`src/rtl/perceptron_layer_seq.sv`:
```
// Time-multiplexed fully-connected layer: M neurons share one P-lane MAC datapath,
// followed by shift/saturate quantisation and a selectable activation.

`ifndef DATA_WIDTH
`define DATA_WIDTH 8
`endif
`ifndef ACC_WIDTH
`define ACC_WIDTH 32
`endif

module perceptron_layer_seq #(
    parameter int N          = 16,
    parameter int M          = 4,
    parameter int P          = 4,
    parameter int DATA_WIDTH = `DATA_WIDTH,
    parameter int ACC_WIDTH  = `ACC_WIDTH,
    parameter int SHIFT      = 0
) (
    input  logic                           clk,
    input  logic                           rst,
    input  logic                           in_valid,
    output logic                           in_ready,
    input  logic [N*DATA_WIDTH-1:0]        x,
    input  logic [M*N*DATA_WIDTH-1:0]      w,
    input  logic [M*DATA_WIDTH-1:0]        b,
    input  logic [1:0]                     act_mode,
    output logic                           out_valid,
    input  logic                           out_ready,
    output logic [M*DATA_WIDTH-1:0]        y
);

    localparam int BEATS = N / P;
    localparam int KW    = (BEATS > 1) ? $clog2(BEATS) : 1;
    localparam int MW    = (M > 1) ? $clog2(M) : 1;
    localparam logic [KW-1:0] K_LAST = KW'(BEATS - 1);
    localparam logic [MW-1:0] M_LAST = MW'(M - 1);
    localparam logic signed [ACC_WIDTH:0] SAT_MAX =
        {{(ACC_WIDTH-DATA_WIDTH+2){1'b0}}, {(DATA_WIDTH-1){1'b1}}};
    localparam logic signed [ACC_WIDTH:0] SAT_MIN =
        {{(ACC_WIDTH-DATA_WIDTH+2){1'b1}}, {(DATA_WIDTH-1){1'b0}}};

    generate
        if (N % P != 0) begin : g_bad_lanes
            $error("perceptron_layer_seq: N must be a multiple of P");
        end
        if (ACC_WIDTH < 2*DATA_WIDTH + $clog2(N)) begin : g_bad_acc
            $error("perceptron_layer_seq: ACC_WIDTH too narrow for N products");
        end
    endgenerate

    typedef enum logic [1:0] {IDLE, MAC, FIN, DONE} state_t;

    state_t                          state_reg, state_next;
    logic [N*DATA_WIDTH-1:0]         x_reg;
    logic [M*N*DATA_WIDTH-1:0]       w_reg;
    logic [M*DATA_WIDTH-1:0]         b_reg;
    logic [1:0]                      mode_reg;
    logic signed [ACC_WIDTH-1:0]     acc_reg;
    logic [KW-1:0]                   k_reg;
    logic [MW-1:0]                   m_reg;
    logic [M*DATA_WIDTH-1:0]         y_reg;

    logic signed [ACC_WIDTH-1:0]     lane_prod [P];
    logic signed [ACC_WIDTH-1:0]     beat_sum;
    logic signed [DATA_WIDTH-1:0]    b_sel;
    logic signed [ACC_WIDTH:0]       sum_full;
    logic signed [ACC_WIDTH:0]       shifted;
    logic signed [DATA_WIDTH-1:0]    q;
    logic signed [DATA_WIDTH-1:0]    act_val;

    // One lane per parallel element of the current beat of the current neuron
    generate
        for (genvar gi = 0; gi < P; gi++) begin : g_lane
            logic signed [DATA_WIDTH-1:0]   xe;
            logic signed [DATA_WIDTH-1:0]   we;
            logic signed [2*DATA_WIDTH-1:0] prod;
            assign xe   = x_reg[(int'(k_reg)*P + gi)*DATA_WIDTH +: DATA_WIDTH];
            assign we   = w_reg[(int'(m_reg)*N + int'(k_reg)*P + gi)*DATA_WIDTH +: DATA_WIDTH];
            assign prod = xe * we;
            assign lane_prod[gi] = ACC_WIDTH'(prod);
        end
    endgenerate

    always_comb begin
        beat_sum = '0;
        for (int j = 0; j < P; j++) begin
            beat_sum = beat_sum + lane_prod[j];
        end
    end

    // Bias add one bit wider than the accumulator so saturation sees the true sum
    always_comb begin
        b_sel    = b_reg[int'(m_reg)*DATA_WIDTH +: DATA_WIDTH];
        sum_full = {acc_reg[ACC_WIDTH-1], acc_reg} + (ACC_WIDTH+1)'(b_sel);
        shifted  = sum_full >>> SHIFT;
        if (shifted > SAT_MAX) begin
            q = {1'b0, {(DATA_WIDTH-1){1'b1}}};
        end else if (shifted < SAT_MIN) begin
            q = {1'b1, {(DATA_WIDTH-1){1'b0}}};
        end else begin
            q = shifted[DATA_WIDTH-1:0];
        end
        case (mode_reg)
            2'd0:    act_val = q;
            2'd2:    act_val = q[DATA_WIDTH-1] ? (q >>> 3) : q;
            default: act_val = q[DATA_WIDTH-1] ? '0 : q;
        endcase
    end

    always_ff @(posedge clk or posedge rst) begin
        if (rst) begin
            state_reg <= IDLE;
        end else begin
            state_reg <= state_next;
        end
    end

    always_comb begin
        state_next = state_reg;
        in_ready   = 1'b0;
        out_valid  = 1'b0;
        case (state_reg)
            IDLE: begin
                in_ready = !rst;
                if (in_valid) state_next = MAC;
            end
            MAC: begin
                if (k_reg == K_LAST) state_next = FIN;
            end
            FIN: begin
                state_next = (m_reg == M_LAST) ? DONE : MAC;
            end
            DONE: begin
                out_valid = 1'b1;
                if (out_ready) state_next = IDLE;
            end
            default: state_next = IDLE;
        endcase
    end

    always_ff @(posedge clk or posedge rst) begin
        if (rst) begin
            x_reg    <= '0;
            w_reg    <= '0;
            b_reg    <= '0;
            mode_reg <= '0;
            acc_reg  <= '0;
            k_reg    <= '0;
            m_reg    <= '0;
            y_reg    <= '0;
        end else begin
            case (state_reg)
                IDLE: begin
                    if (in_valid) begin
                        x_reg    <= x;
                        w_reg    <= w;
                        b_reg    <= b;
                        mode_reg <= act_mode;
                        acc_reg  <= '0;
                        k_reg    <= '0;
                        m_reg    <= '0;
                    end
                end
                MAC: begin
                    acc_reg <= acc_reg + beat_sum;
                    k_reg   <= (k_reg == K_LAST) ? '0 : k_reg + KW'(1);
                end
                FIN: begin
                    // Only this neuron's slice changes; earlier results stay visible
                    y_reg[int'(m_reg)*DATA_WIDTH +: DATA_WIDTH] <= act_val;
                    acc_reg <= '0;
                    m_reg   <= (m_reg == M_LAST) ? '0 : m_reg + MW'(1);
                end
                default: begin
                end
            endcase
        end
    end

    assign y = y_reg;

endmodule

```
`config.mk`:
```
export PLATFORM = sky130hd
export DESIGN_NAME = perceptron_layer_seq
export DESIGN_NICKNAME = d
export VERILOG_FILES = /design/src/rtl/perceptron_layer_seq.sv
export SDC_FILE = /design/constraint.sdc
export NUM_CORES = 2
export LEC_CHECK = 0
export BUFFER_PORTS_ARGS = -buffer_cell sky130_fd_sc_hd__buf_2
export CELL_PAD_IN_SITES_DETAIL_PLACEMENT = 1
export CELL_PAD_IN_SITES_GLOBAL_PLACEMENT = 1
export CORE_MARGIN = 1
export CORE_UTILIZATION = 45
export CTS_CLUSTER_SIZE = 16
export DETAILED_ROUTE_END_ITERATION = 6
export PLACE_DENSITY_LB_ADDON = 0.1
export SLEW_MARGIN = 10
export SYNTH_ARGS = -nofsm -noshare
export SYNTH_HDL_FRONTEND = slang
export SYNTH_SLANG_ARGS = --single-unit
```
`constraint.sdc`:
```
create_clock -name clk -period 61.2 [get_ports clk]
set_input_delay 6.12 -clock clk [delete_from_list [all_inputs] [get_ports clk]]
set_output_delay 6.12 -clock clk [all_outputs]
set_load 0.01 [all_outputs]
```
==> report_table.html <==
<table>
<tr><th>Metric</th><th>Value</th></tr>
<tr><th colspan="2">Finish</th></tr>
<tr><td>Final layout net count</td><td>5,868</td></tr>
<tr><td>Layout filler cell count</td><td>between 10,000 and 15,000</td></tr>
<tr><td>Post-Route Utilization</td><td>between 50% and 60%</td></tr>
<tr><td>Leading cell type in the layout, fill and taps excluded</td><td>sky130_fd_sc_hd__dfrtp_1</td></tr>
<tr><td>Proportion of layout cells with a drive suffix above 1</td><td>roughly two fifths</td></tr>
<tr><td>Commonest non-fill, non-tap cells in the layout</td><td>sky130_fd_sc_hd__dfrtp_1, sky130_fd_sc_hd__buf_2, sky130_fd_sc_hd__mux2_2</td></tr>
<tr><td>Number of flip-flops under the largest register name</td><td>between 500 and 600</td></tr>
<tr><td>Layout overhead on the synthesized area</td><td>16.6%</td></tr>
<tr><th colspan="2">Routing</th></tr>
<tr><td>Final ANT Viol Nets</td><td>0</td></tr>
<tr><td>Vias</td><td>33,900</td></tr>
<tr><td>Iteration-0 DRC Markers</td><td>~1,800</td></tr>
<tr><td>Post-detailed-routing wire length</td><td>~160 mm</td></tr>
<tr><td>Remaining DRCs</td><td>0</td></tr>
<tr><td>Detail-routed net length per standard cell</td><td>roughly 26 µm</td></tr>
<tr><td>Detailed-routing iteration count for the pre-antenna-repair pass</td><td>5</td></tr>
<tr><td>Vias/cell</td><td>5.48</td></tr>
<tr><th colspan="2">Timing</th></tr>
<tr><td>Tightest Pin Transition</td><td>approximately 1.1 ns</td></tr>
<tr><td>Skew final</td><td>around 0.035 ns</td></tr>
<tr><td>Final setup fails</td><td>0</td></tr>
<tr><td>Max-Slew Margin vs Limit</td><td>24.2%</td></tr>
<tr><td>Fin crit share</td><td>20.8%</td></tr>
<tr><td>Fmax</td><td>between 0.07 and 0.08 GHz</td></tr>
<tr><td>Number of hold violations in the final report</td><td>0</td></tr>
<tr><td>Clock period minus final worst setup slack</td><td>between 10 and 15 ns</td></tr>
<tr><td>Max-slew violation count</td><td>0</td></tr>
<tr><td>Setup repair after global routing missed its margin</td><td>no</td></tr>
<tr><td>Setup tns final</td><td>0 ns</td></tr>
<tr><th colspan="2">Global routing</th></tr>
<tr><td>Maximum number of pins on one net before global-route repair</td><td>between 150 and 200</td></tr>
<tr><td>GRT Residual Overflow</td><td>0</td></tr>
<tr><td>Number of global-route vias before repair</td><td>roughly 38,000</td></tr>
<tr><td>First-pass GRT wire length</td><td>roughly 250 mm</td></tr>
<tr><td>Overall Global Routing Usage</td><td>~30%</td></tr>
<tr><td>Antenna violations before repair</td><td>between 150 and 200</td></tr>
<tr><th colspan="2">Setup path</th></tr>
<tr><td>Category of the most critical setup path</td><td>in -&gt; out</td></tr>
<tr><td>Worst path slowest cell</td><td>sky130_fd_sc_hd__nor3_1</td></tr>
<tr><td>Chain of cells forming the critical path</td><td>buf_2 &gt; nor3_1 &gt; buf_2</td></tr>
<tr><td>Top fanout value on the critical path</td><td>2</td></tr>
<tr><td>Sort of element at the end of the critical path</td><td>output port</td></tr>
<tr><td>Largest incremental delay on the critical path</td><td>about 0.20 ns</td></tr>
<tr><td>Family with the most delay on the worst path</td><td>buffers and inverters</td></tr>
<tr><td>Worst Path Buf+Inv</td><td>2</td></tr>
<tr><td>Most used cell, CP</td><td>sky130_fd_sc_hd__buf_2</td></tr>
<tr><td>Required time of the worst setup path</td><td>55.08 ns</td></tr>
<tr><td>Critical path startpoint category</td><td>primary input</td></tr>
<tr><td>Worst Path Arrival</td><td>~6.6 ns</td></tr>
<tr><th colspan="2">Synthesis</th></tr>
<tr><td>Post-synth net total</td><td>5,186</td></tr>
<tr><td>Count of different cell masters after synthesis</td><td>a little under 80</td></tr>
<tr><td>Number of cells produced by synthesis</td><td>slightly below 4,000</td></tr>
<tr><td>Portion of the post-synthesis area used by sequential elements</td><td>about 37%</td></tr>
<tr><td>Count of state elements after synthesis</td><td>744</td></tr>
<tr><td>Post-synth EDFFs</td><td>0</td></tr>
<tr><td>Main synth FF type</td><td>sky130_fd_sc_hd__dfrtp_1</td></tr>
<tr><td>Synthesized area per cell</td><td>between 10 and 15 µm²</td></tr>
<tr><td>Synth Cell Area</td><td>between 40,000 and 50,000 µm²</td></tr>
<tr><td>Syn. warnings</td><td>0</td></tr>
<tr><td>Ys async rst share</td><td>100%</td></tr>
<tr><th colspan="2">Clock tree</th></tr>
<tr><td>Cell chosen for the clock root</td><td>sky130_fd_sc_hd__clkbuf_16</td></tr>
<tr><td>CTS tree</td><td>done</td></tr>
<tr><td>Number of buffers created by CTS</td><td>85</td></tr>
<tr><td>TritonCTS sink count</td><td>around 740</td></tr>
<tr><td>Clock-pin slew reported for the worst setup and hold paths after clock tree synthesis</td><td>approximately 0.060 ns</td></tr>
<tr><td>Count of hold-fix buffers inserted at cts</td><td>0</td></tr>
<tr><td>CTS HTree Levels</td><td>3</td></tr>
<tr><td>Buffer depth of the longest clock path</td><td>3</td></tr>
<tr><td>Clk_lat worst skew</td><td>about 0.67 ns</td></tr>
<tr><td>Post-CTS Resized</td><td>0</td></tr>
<tr><td>Post-CTS setup buffer count</td><td>0</td></tr>
<tr><th colspan="2">Floorplan</th></tr>
<tr><td>Die width</td><td>335 µm</td></tr>
<tr><td>Initial core utilization</td><td>45.7%</td></tr>
<tr><td>Die area</td><td>roughly 110,000 µm²</td></tr>
<tr><td>Row count</td><td>around 120</td></tr>
<tr><td>Core box area</td><td>109,000 µm²</td></tr>
<tr><td>Top-level I/O count</td><td>between 700 and 800</td></tr>
<tr><td>Vertical die dimension</td><td>around 340 µm</td></tr>
<tr><th colspan="2">Place</th></tr>
<tr><td>Number of buffers added on ports</td><td>a little over 700</td></tr>
<tr><td>Gp weighted congestion</td><td>roughly 0.85</td></tr>
<tr><td>Detailed placer's ending HPWL</td><td>~130 mm</td></tr>
<tr><th colspan="2">Job</th></tr>
<tr><td>Number of max-capacitance violations reported</td><td>0</td></tr>
<tr><th colspan="2">Outcome</th></tr>
<tr><td>Run status</td><td>finished, final reports clean</td></tr>
<tr><th colspan="2">Min path</th></tr>
<tr><td>Min-delay worst type</td><td>reg -&gt; reg</td></tr>
</table>
[synth_stat cells (all sizes together), types with 11 or more instances]
master | number | area, µm²
and2 | 129 | 807
o31ai | 16 | 120
nand4 | 13 | 81.3
a21o | 26 | 195
xor2 | 23 | 201
nand3 | 25 | 125
clkbuf | 117 | 439
nor3 | 31 | 165
a22o | 22 | 193
o211ai | 16 | 130
buf | 34 | 141
nand2b | 20 | 125
o21ai | 71 | 363
dfrtp | 744 | 18600
mux4 | 197 | 4440
nor2 | 86 | 323
xnor2 | 32 | 280
or3 | 11 | 68.8
nand2 | 218 | 818
fa | 459 | 9190
mux2 | 674 | 7590
inv | 566 | 2120
a21oi | 54 | 274
ha | 164 | 2050
[final timing paths]
path,startpoint,end,slack (ns),cells after the start
max,rst,in_ready,48.45,3
min,y[14],y[14],0.48,2
max reg2reg,k_reg[0],acc_reg[31],48.96,32
min reg2reg,y[14],y[14],0.48,2
max in group asynchronous,rst,w_reg[50],52.38,5
min in group asynchronous,rst,w_reg[382],5.68,2
[layer usage]
metal,GRT usage (%),wire length [µm]
met5,0,619
met1,36.8,64000
met4,10.6,5600
met3,7.65,10600
met2,50.6,82400
[worst register-to-register path: cells and delay by family, from the launching register on]
| kind | cells | cell delay [ns] |
|---|---|---|
| adder cells (fa/ha/maj) | 9 | 5.09 |
| AO/OA/AOI/OAI | 8 | 2.26 |
| buffers and inverters | 9 | 2.20 |
| multiplexers | 2 | 1.16 |
| flip-flops | 1 | 0.95 |
| AND/OR/NAND/NOR | 3 | 0.36 |
| XOR/XNOR | 1 | 0.13 |
[layout make-up]
class / count / area (µm²) / area share [%]
multi-input combinational: 2424 / 28700 / 49.2
sequential: 744 / 18600 / 32.0
timing repair buffer: 746 / 3860 / 6.62
clock buffer: 133 / 2660 / 4.56
inverter: 566 / 2130 / 3.66
tap: 1476 / 1850 / 3.17
clock inverter: 22 / 290 / 0.498
antenna: 83 / 208 / 0.356
[per-stage QoR]
step / setup WS [ns] / hold WS (ns) / area, µm² / std cells
finish: 48.45 / 0.482 / 58300 / 6194
global route: 48.25 / 0.513 / 58200 / 6162
CTS: 48.45 / 0.484 / 58100 / 6111
detailed placement: 48.45 / 0.469 / 55100 / 5956
global placement: 48.46 / 0.463 / 55100 / 5956
floorplan: 34.20 / 0.475 / 50000 / 3885
[cell families after synthesis]
group / share of synthesized area (%)
buffers and inverters: 5.41
adder cells (fa/ha/maj): 22.5
AND/OR/NAND/NOR: 5.84
XOR/XNOR: 0.964
multiplexers: 24.1
AO/OA/AOI/OAI: 3.92
flip-flops: 37.2
Power is not shown: default switching activity piles up to over one toggle a cycle in this logic, so the estimate is an artifact.
